File: src/rtl/discus_memsys_if.sv
// Bus bundle between the discus CPU/host side and the memory system responder.
// master = CPU fetch/data ports plus host load/tx/rx endpoints; slave = discus_memsys.
interface discus_memsys_if;
    logic [7:0] fetch_PC;
    logic       fetch_reset;
    logic [7:0] fetch_instruction;

    logic       memory_read;
    logic       memory_write;
    logic [7:0] memory_address;
    logic [7:0] memory_D;
    logic [7:0] memory_Q;

    logic       load_valid;
    logic       load_ready;
    logic [7:0] load_data;
    logic       load_last;

    logic       tx_valid;
    logic       tx_ready;
    logic [7:0] tx_data;

    logic       rx_valid;
    logic       rx_ready;
    logic [7:0] rx_data;

    modport master (
        output fetch_PC, fetch_reset, memory_read, memory_write, memory_address, memory_D,
        output load_valid, load_data, load_last, tx_ready, rx_valid, rx_data,
        input  fetch_instruction, memory_Q, load_ready, tx_valid, tx_data, rx_ready
    );

    modport slave (
        input  fetch_PC, fetch_reset, memory_read, memory_write, memory_address, memory_D,
        input  load_valid, load_data, load_last, tx_ready, rx_valid, rx_data,
        output fetch_instruction, memory_Q, load_ready, tx_valid, tx_data, rx_ready
    );
endinterface

File: src/rtl/discus_memsys.sv
// discus memory responder: program RAM with host loader, data RAM, and an I/O
// window fronting TX (CPU->host) and RX (host->CPU) byte FIFOs.
module discus_memsys #(
    parameter logic [7:0] IO_BASE  = 8'hF0,
    parameter int         TX_DEPTH = 4,
    parameter int         RX_DEPTH = 4
) (
    input  logic           clk,
    input  logic           reset,
    output logic           cpu_reset,
    discus_memsys_if.slave bus
);
    localparam int TX_AW = $clog2(TX_DEPTH);
    localparam int RX_AW = $clog2(RX_DEPTH);
    localparam logic [TX_AW:0] TX_FULL_CNT = {1'b1, {TX_AW{1'b0}}};
    localparam logic [RX_AW:0] RX_FULL_CNT = {1'b1, {RX_AW{1'b0}}};

    localparam logic [0:0] ST_LOAD = 1'b0;
    localparam logic [0:0] ST_RUN  = 1'b1;
    localparam logic [7:0] NOP     = 8'hC8;

    localparam logic [1:0] RESP_NONE = 2'd0;
    localparam logic [1:0] RESP_RAM  = 2'd1;
    localparam logic [1:0] RESP_IO   = 2'd2;

    logic [7:0] prog_mem [256];
    logic [7:0] data_mem [256];
    logic [7:0] tx_mem   [TX_DEPTH];
    logic [7:0] rx_mem   [RX_DEPTH];

    logic [0:0]     state_q, state_d;
    logic [7:0]     load_ptr_q, load_ptr_d;
    logic           cpu_reset_q, cpu_reset_d;
    logic           fetch_nop_q, fetch_nop_d;
    logic [7:0]     prog_rd_q;
    logic [7:0]     data_rd_q;
    logic [1:0]     resp_q, resp_d;
    logic [7:0]     io_rd_q, io_rd_d;
    logic [TX_AW-1:0] tx_wr_ptr_q, tx_wr_ptr_d, tx_rd_ptr_q, tx_rd_ptr_d;
    logic [TX_AW:0]   tx_count_q, tx_count_d;
    logic [RX_AW-1:0] rx_wr_ptr_q, rx_wr_ptr_d, rx_rd_ptr_q, rx_rd_ptr_d;
    logic [RX_AW:0]   rx_count_q, rx_count_d;
    logic           tx_overflow_q, tx_overflow_d;

    logic       load_fire;
    logic [7:0] io_off;
    logic       io_hit;
    logic       rd_en;
    logic       wr_en;
    logic       tx_full, tx_empty, tx_pop, tx_push_req, tx_push;
    logic       rx_full, rx_empty, rx_pop, rx_push;
    logic       status_rd;

    assign load_fire = (state_q == ST_LOAD) && bus.load_valid;

    // Window test by offset so an IO_BASE near the top of the map does not wrap.
    assign io_off = bus.memory_address - IO_BASE;
    assign io_hit = (bus.memory_address >= IO_BASE) && (io_off < 8'd16);

    // A simultaneous write wins; the read is dropped and returns no data.
    assign rd_en = bus.memory_read && !bus.memory_write;
    assign wr_en = bus.memory_write;

    assign tx_full     = (tx_count_q == TX_FULL_CNT);
    assign tx_empty    = (tx_count_q == '0);
    assign tx_pop      = !tx_empty && bus.tx_ready;
    assign tx_push_req = wr_en && io_hit && (io_off == 8'd0);
    assign tx_push     = tx_push_req && (!tx_full || tx_pop);

    assign rx_full   = (rx_count_q == RX_FULL_CNT);
    assign rx_empty  = (rx_count_q == '0);
    assign rx_pop    = rd_en && io_hit && (io_off == 8'd0) && !rx_empty;
    assign rx_push   = bus.rx_valid && !rx_full;
    assign status_rd = rd_en && io_hit && (io_off == 8'd1);

    always_comb begin
        state_d     = state_q;
        load_ptr_d  = load_ptr_q;
        if (load_fire) begin
            load_ptr_d = load_ptr_q + 8'd1;
            if (bus.load_last || (load_ptr_q == 8'hFF)) begin
                state_d = ST_RUN;
            end
        end
        cpu_reset_d = (state_q == ST_LOAD);
        fetch_nop_d = (state_q == ST_LOAD) || bus.fetch_reset;

        resp_d  = RESP_NONE;
        io_rd_d = 8'h00;
        if (rd_en) begin
            if (io_hit) begin
                resp_d = RESP_IO;
                if (io_off == 8'd0) begin
                    io_rd_d = rx_empty ? 8'h00 : rx_mem[rx_rd_ptr_q];
                end else if (io_off == 8'd1) begin
                    io_rd_d = {5'b0, tx_overflow_q, !rx_empty, tx_full};
                end
            end else begin
                resp_d = RESP_RAM;
            end
        end

        tx_overflow_d = tx_overflow_q;
        if (status_rd) begin
            tx_overflow_d = 1'b0;
        end
        if (tx_push_req && !tx_push) begin
            tx_overflow_d = 1'b1;
        end

        tx_wr_ptr_d = tx_push ? tx_wr_ptr_q + 1'b1 : tx_wr_ptr_q;
        tx_rd_ptr_d = tx_pop  ? tx_rd_ptr_q + 1'b1 : tx_rd_ptr_q;
        case ({tx_push, tx_pop})
            2'b10:   tx_count_d = tx_count_q + 1'b1;
            2'b01:   tx_count_d = tx_count_q - 1'b1;
            default: tx_count_d = tx_count_q;
        endcase

        rx_wr_ptr_d = rx_push ? rx_wr_ptr_q + 1'b1 : rx_wr_ptr_q;
        rx_rd_ptr_d = rx_pop  ? rx_rd_ptr_q + 1'b1 : rx_rd_ptr_q;
        case ({rx_push, rx_pop})
            2'b10:   rx_count_d = rx_count_q + 1'b1;
            2'b01:   rx_count_d = rx_count_q - 1'b1;
            default: rx_count_d = rx_count_q;
        endcase
    end

    always_ff @(posedge clk) begin
        if (!reset) begin
            state_q       <= ST_LOAD;
            load_ptr_q    <= 8'h00;
            cpu_reset_q   <= 1'b1;
            fetch_nop_q   <= 1'b1;
            resp_q        <= RESP_NONE;
            io_rd_q       <= 8'h00;
            tx_wr_ptr_q   <= '0;
            tx_rd_ptr_q   <= '0;
            tx_count_q    <= '0;
            rx_wr_ptr_q   <= '0;
            rx_rd_ptr_q   <= '0;
            rx_count_q    <= '0;
            tx_overflow_q <= 1'b0;
        end else begin
            state_q       <= state_d;
            load_ptr_q    <= load_ptr_d;
            cpu_reset_q   <= cpu_reset_d;
            fetch_nop_q   <= fetch_nop_d;
            resp_q        <= resp_d;
            io_rd_q       <= io_rd_d;
            tx_wr_ptr_q   <= tx_wr_ptr_d;
            tx_rd_ptr_q   <= tx_rd_ptr_d;
            tx_count_q    <= tx_count_d;
            rx_wr_ptr_q   <= rx_wr_ptr_d;
            rx_rd_ptr_q   <= rx_rd_ptr_d;
            rx_count_q    <= rx_count_d;
            tx_overflow_q <= tx_overflow_d;
        end
    end

    // RAM ports kept free of reset so they map onto block RAM; writes are gated by reset.
    always_ff @(posedge clk) begin
        if (reset && load_fire) begin
            prog_mem[load_ptr_q] <= bus.load_data;
        end
        prog_rd_q <= prog_mem[bus.fetch_PC];
    end

    always_ff @(posedge clk) begin
        if (reset && wr_en && !io_hit) begin
            data_mem[bus.memory_address] <= bus.memory_D;
        end
        data_rd_q <= data_mem[bus.memory_address];
    end

    always_ff @(posedge clk) begin
        if (reset && tx_push) begin
            tx_mem[tx_wr_ptr_q] <= bus.memory_D;
        end
        if (reset && rx_push) begin
            rx_mem[rx_wr_ptr_q] <= bus.rx_data;
        end
    end

    assign cpu_reset             = cpu_reset_q;
    assign bus.load_ready        = (state_q == ST_LOAD);
    assign bus.fetch_instruction = fetch_nop_q ? NOP : prog_rd_q;
    assign bus.tx_valid          = !tx_empty;
    assign bus.tx_data           = tx_mem[tx_rd_ptr_q];
    assign bus.rx_ready          = !rx_full;

    always_comb begin
        case (resp_q)
            RESP_RAM: bus.memory_Q = data_rd_q;
            RESP_IO:  bus.memory_Q = io_rd_q;
            default:  bus.memory_Q = 8'h00;
        endcase
    end
endmodule

File: src/flat_wrapper.sv
// flat-port wrapper written by rule: the top's interface ports become plain ports
module discus_memsys_flat 
#(
    parameter logic [7:0] IO_BASE  = 8'hF0,
    parameter int         TX_DEPTH = 4,
    parameter int         RX_DEPTH = 4
)
  (clk, reset, cpu_reset, bus_fetch_PC, bus_fetch_reset, bus_memory_read, bus_memory_write, bus_memory_address, bus_memory_D, bus_load_valid, bus_load_data, bus_load_last, bus_tx_ready, bus_rx_valid, bus_rx_data, bus_fetch_instruction, bus_memory_Q, bus_load_ready, bus_tx_valid, bus_tx_data, bus_rx_ready);
  discus_memsys_if bus_i ();
  input  logic clk;
  input  logic reset;
  output logic cpu_reset;
  input wire logic [$bits(bus_i.fetch_PC)-1:0] bus_fetch_PC;
  input wire logic [$bits(bus_i.fetch_reset)-1:0] bus_fetch_reset;
  input wire logic [$bits(bus_i.memory_read)-1:0] bus_memory_read;
  input wire logic [$bits(bus_i.memory_write)-1:0] bus_memory_write;
  input wire logic [$bits(bus_i.memory_address)-1:0] bus_memory_address;
  input wire logic [$bits(bus_i.memory_D)-1:0] bus_memory_D;
  input wire logic [$bits(bus_i.load_valid)-1:0] bus_load_valid;
  input wire logic [$bits(bus_i.load_data)-1:0] bus_load_data;
  input wire logic [$bits(bus_i.load_last)-1:0] bus_load_last;
  input wire logic [$bits(bus_i.tx_ready)-1:0] bus_tx_ready;
  input wire logic [$bits(bus_i.rx_valid)-1:0] bus_rx_valid;
  input wire logic [$bits(bus_i.rx_data)-1:0] bus_rx_data;
  output wire logic [$bits(bus_i.fetch_instruction)-1:0] bus_fetch_instruction;
  output wire logic [$bits(bus_i.memory_Q)-1:0] bus_memory_Q;
  output wire logic [$bits(bus_i.load_ready)-1:0] bus_load_ready;
  output wire logic [$bits(bus_i.tx_valid)-1:0] bus_tx_valid;
  output wire logic [$bits(bus_i.tx_data)-1:0] bus_tx_data;
  output wire logic [$bits(bus_i.rx_ready)-1:0] bus_rx_ready;
  assign bus_i.fetch_PC = bus_fetch_PC;
  assign bus_i.fetch_reset = bus_fetch_reset;
  assign bus_i.memory_read = bus_memory_read;
  assign bus_i.memory_write = bus_memory_write;
  assign bus_i.memory_address = bus_memory_address;
  assign bus_i.memory_D = bus_memory_D;
  assign bus_i.load_valid = bus_load_valid;
  assign bus_i.load_data = bus_load_data;
  assign bus_i.load_last = bus_load_last;
  assign bus_i.tx_ready = bus_tx_ready;
  assign bus_i.rx_valid = bus_rx_valid;
  assign bus_i.rx_data = bus_rx_data;
  assign bus_fetch_instruction = bus_i.fetch_instruction;
  assign bus_memory_Q = bus_i.memory_Q;
  assign bus_load_ready = bus_i.load_ready;
  assign bus_tx_valid = bus_i.tx_valid;
  assign bus_tx_data = bus_i.tx_data;
  assign bus_rx_ready = bus_i.rx_ready;
  discus_memsys #(.IO_BASE(IO_BASE), .TX_DEPTH(TX_DEPTH), .RX_DEPTH(RX_DEPTH)) u_core (.clk(clk), .reset(reset), .cpu_reset(cpu_reset), .bus(bus_i));
endmodule
File: config.mk
export PLATFORM = sky130hd
export DESIGN_NAME = discus_memsys_flat
export DESIGN_NICKNAME = d
export VERILOG_FILES = /design/src/rtl/discus_memsys_if.sv /design/src/rtl/discus_memsys.sv /design/src/flat_wrapper.sv
export SDC_FILE = /design/constraint.sdc
export NUM_CORES = 2
export LEC_CHECK = 0
export BUFFER_PORTS_ARGS = -buffer_cell sky130_fd_sc_hd__buf_2
export CAP_MARGIN = 20
export CORE_MARGIN = 1.5
export CORE_UTILIZATION = 30
export CTS_CLUSTER_SIZE = 28
export DETAILED_ROUTE_END_ITERATION = 10
export HOLD_SLACK_MARGIN = 0.02
export PLACE_DENSITY = 0.46
export SLEW_MARGIN = 0
export SYNTH_ARGS = -nofsm -noshare
export SYNTH_HDL_FRONTEND = slang
export SYNTH_MEMORY_MAX_BITS = 65536
export SYNTH_SLANG_ARGS = --single-unit
File: constraint.sdc
create_clock -name clk -period 8.4 [get_ports clk]
set_input_delay 1.68 -clock clk [delete_from_list [all_inputs] [get_ports clk]]
set_output_delay 1.68 -clock clk [all_outputs]
set_load 0.01 [all_outputs]
==> run metrics <==
layout cells sized above 1=0.234; Buf/Inv on CP=3; placed cell areas=173000 sq um; Worst Reg-to-Reg Cells=6; Final Cycle Share=0.561; cell class contributing the biggest share of worst-path delay=buffers and inverters; Synth top area share=0.767; die area=548000 sq um; all-layer global routing usage=0.164; die width=740 um; Worst setup EP type=flip-flop; Sequential cell area=roughly 130000 sq um; number of synthesized flops with an enable pin=4160; post-CTS setup repair buffer count=0; Worst Hold Class=reg -> reg; VDD IR max=0.199 mV; filler cell count=50300; area occupied by multi-input gates=35300 sq um; Final ANT Viol Nets=0; crit path to=u_core.prog_rd_q[1]; Slowest-stage cell, CP=buf_4; CP startpoint=bus_fetch_PC[1]; FF-to-FF setup slack=4120 ps; Iter 0 DRT Violations=7440; root cell of the clock tree=clkbuf_16; CTS max path bufs=4; Pleak=57.1 nW; Final TNS setup=0 ps; commonest non-fill, non-tap cell in the layout=edfxtp_1; clk slew on worst S/H paths=60 ps; ys flop type=edfxtp_1; maximum number of pins on one net before global-route repair=194; max_cap viols=0; Required @ worst endpoint=9180 ps; PD cells=about 240 nW/um^2; clk_lat worst skew=1060 ps; Crit Path Class=in -> reg; yosys warns=0; combinational power share=0.048; most frequent cells in the layout=edfxtp_1, mux4_2, nor2_1; sequential share of the synthesized area=0.774; most used cell, CP=buf_4; CORE AREA=between 500000 and 600000 sq um; fin crit period=4710 ps; Final Hold Viols=0; Area growth syn-to-layout=14.8%; row count=270; clock share of power=0.432; Overflow after GRT=0; die height=between 700 and 800 um; Slew Limit Fails=0; Worst path depth=9; Starting Density=0.301; worst path cell trace=buf_8 > buf_4 > buf_4 > mux4_2 > mux2i_1 > o22a_1 > o311ai_0 > a221oi_1 > nor4_1; synthesized area per cell=around 21 sq um; Psw=9.89 mW; clk sinks=4216; Ports=77; post-cts sizing count=0; Yosys top cell by area=edfxtp_1; Gate Count Post-Synth=7604; vias in the first global route=81300; relative slew slack=0.100; worst slew pin tran=roughly 1300 ps; nets@finish=8046; hold_buf cts=0; Placed Instances=~15000; FF+latch count, synth=4216; initial antenna violation count=31; CTS Buf Count=443; worst clock skew=94.5 ps; RSZ-0062 raised after global routing=false; drc violations=0; DP HPWL=280000 um; first-pass GRT wire length=647000 um; sequential power share=0.520; GPL Wtd Cong=around 0.80; critical path startpoint category=input pin; Internal Power=34.8 mW; Worst EP arrival=5490 ps; crit-path max FO=64; Final setup viols=0; post-route cell area=187000 sq um; Reg-to-Reg Start=u_core.load_ptr_q[0]; Synth async-reset ratio=0; most area-consuming cells after synthesis=edfxtp_1, mux4_2, mux2i_1; number of vias per cell=5.05; Switching Fraction=0.221; WL/cell=29.6 um; Final Non-Filler Cells=15600; routed wire length=461000 um; Critical R2R Capture=u_core.prog_mem[47][0]; DRT Pass-1 Iters=5; I/O Buffers=76; Synth cell types=a little over 70; status=finished clean; Synth Cell Area=163000 sq um; Worst path max stage delay=approximately 910 ps; htree depth=5; Vias=approximately 79000; TritonCTS clock tree=yes; fmax=212 MHz
[worst min-delay path by stage]
stage                                from               endpoint  slack, ps  cells after the start
floorplan                  u_core.state_q       u_core.cpu_reset        410                      1
global placement    u_core.rx_wr_ptr_q[1]  u_core.rx_wr_ptr_q[1]        480                      2
detailed placement   u_core.rx_count_q[2]   u_core.rx_count_q[2]        500                      2
CTS                  u_core.rx_count_q[2]   u_core.rx_count_q[2]        510                      2
global route        u_core.rx_wr_ptr_q[1]  u_core.rx_wr_ptr_q[1]        530                      2
finish              u_core.rx_wr_ptr_q[1]  u_core.rx_wr_ptr_q[1]        510                      2
[per-layer routing]
metal,routed length (um),up-vias,GRT usage
met4,13100,4,0.0438
li1,-,32600,-
met5,27,-,0
met1,200000,43100,0.227
met3,25500,593,0.0264
met2,223000,2437,0.270
[area by class of cell]
class / instances / area share
tap: 7208 / 0.0482
sequential: 4216 / 0.674
antenna: 11 / 0.000147
inverter: 26 / 0.000582
clock buffer: 538 / 0.0615
clock inverter: 276 / 0.0147
multi-input combinational: 3034 / 0.189
timing repair buffer: 258 / 0.0124
[power groups by stage]
| stage | sequential (mW) | combinational [mW] | clock [mW] |
|---|---|---|---|
| floorplan | 23.7 | 1.10 | 0 |
| global placement | 23.7 | 2.17 | 0 |
| detailed placement | 23.7 | 2.19 | 0 |
| CTS | 23.3 | 2.20 | 19.7 |
| global route | 23.2 | 2.28 | 20.5 |
| finish | 23.3 | 2.15 | 19.3 |
[worst register-to-register path: stages, from the launching register on]
cell and delay, ps:
dfxtp_1 440, ha_1 590, nand3_1 270, nor3b_1 680, nand2_1 670, buf_4 510
nor2_1 720
[logic make-up after synthesis]
family	after synthesis	synth area share
muxes	1333	0.159
AOI/OAI and AO/OA	541	0.0241
other	1	0.0000230
DFF	4216	0.774
xor gates and xnor gates	17	0.000914
adders and majority gates	18	0.00147
and+or+nand+nor	997	0.0268
buffers and inverters	481	0.0138
[flip-flops by register name, indices dropped and copies added, names as in the netlist, 8 cells and up, named ones only]
register and count:
u_core.prog_mem 2048, u_core.io_rd_q 8, u_core.prog_rd_q 8, u_core.data_mem 2048
u_core.rx_mem 32, u_core.data_rd_q 8, u_core.load_ptr_q 8, u_core.tx_mem 32
[through the flow]
step,total power [mW],setup WS [ps],util,hold WS (ps)
after floorplan,24.8,3750,-,405
after global placement,25.9,2110,0.319,477
after detailed placement,25.9,2630,0.319,497
after CTS,45.2,3720,0.346,506
after global routing,46.0,3450,0.346,532
final,44.7,3690,0.346,508
[synthesized netlist by cell type, drive strengths merged, types with 11 or more instances]
cell type	number
nor4	36
mux2i	301
clkbuf	229
a22o	19
ha	16
a31oi	12
and2	16
nand2	143
o311ai	15
buf	226
inv	25
o221ai	106
mux4	1006
nand4	11
a221oi	26
o21ai	22
dfxtp	56
a21oi	105
edfxtp	4160
a22oi	98
nor3	53
xor2	11
and3	17
o22ai	70
nand3	67
mux2	26
nor2	566
nor2b	40
No activity file was read; power rests on OpenSTA's default activity.
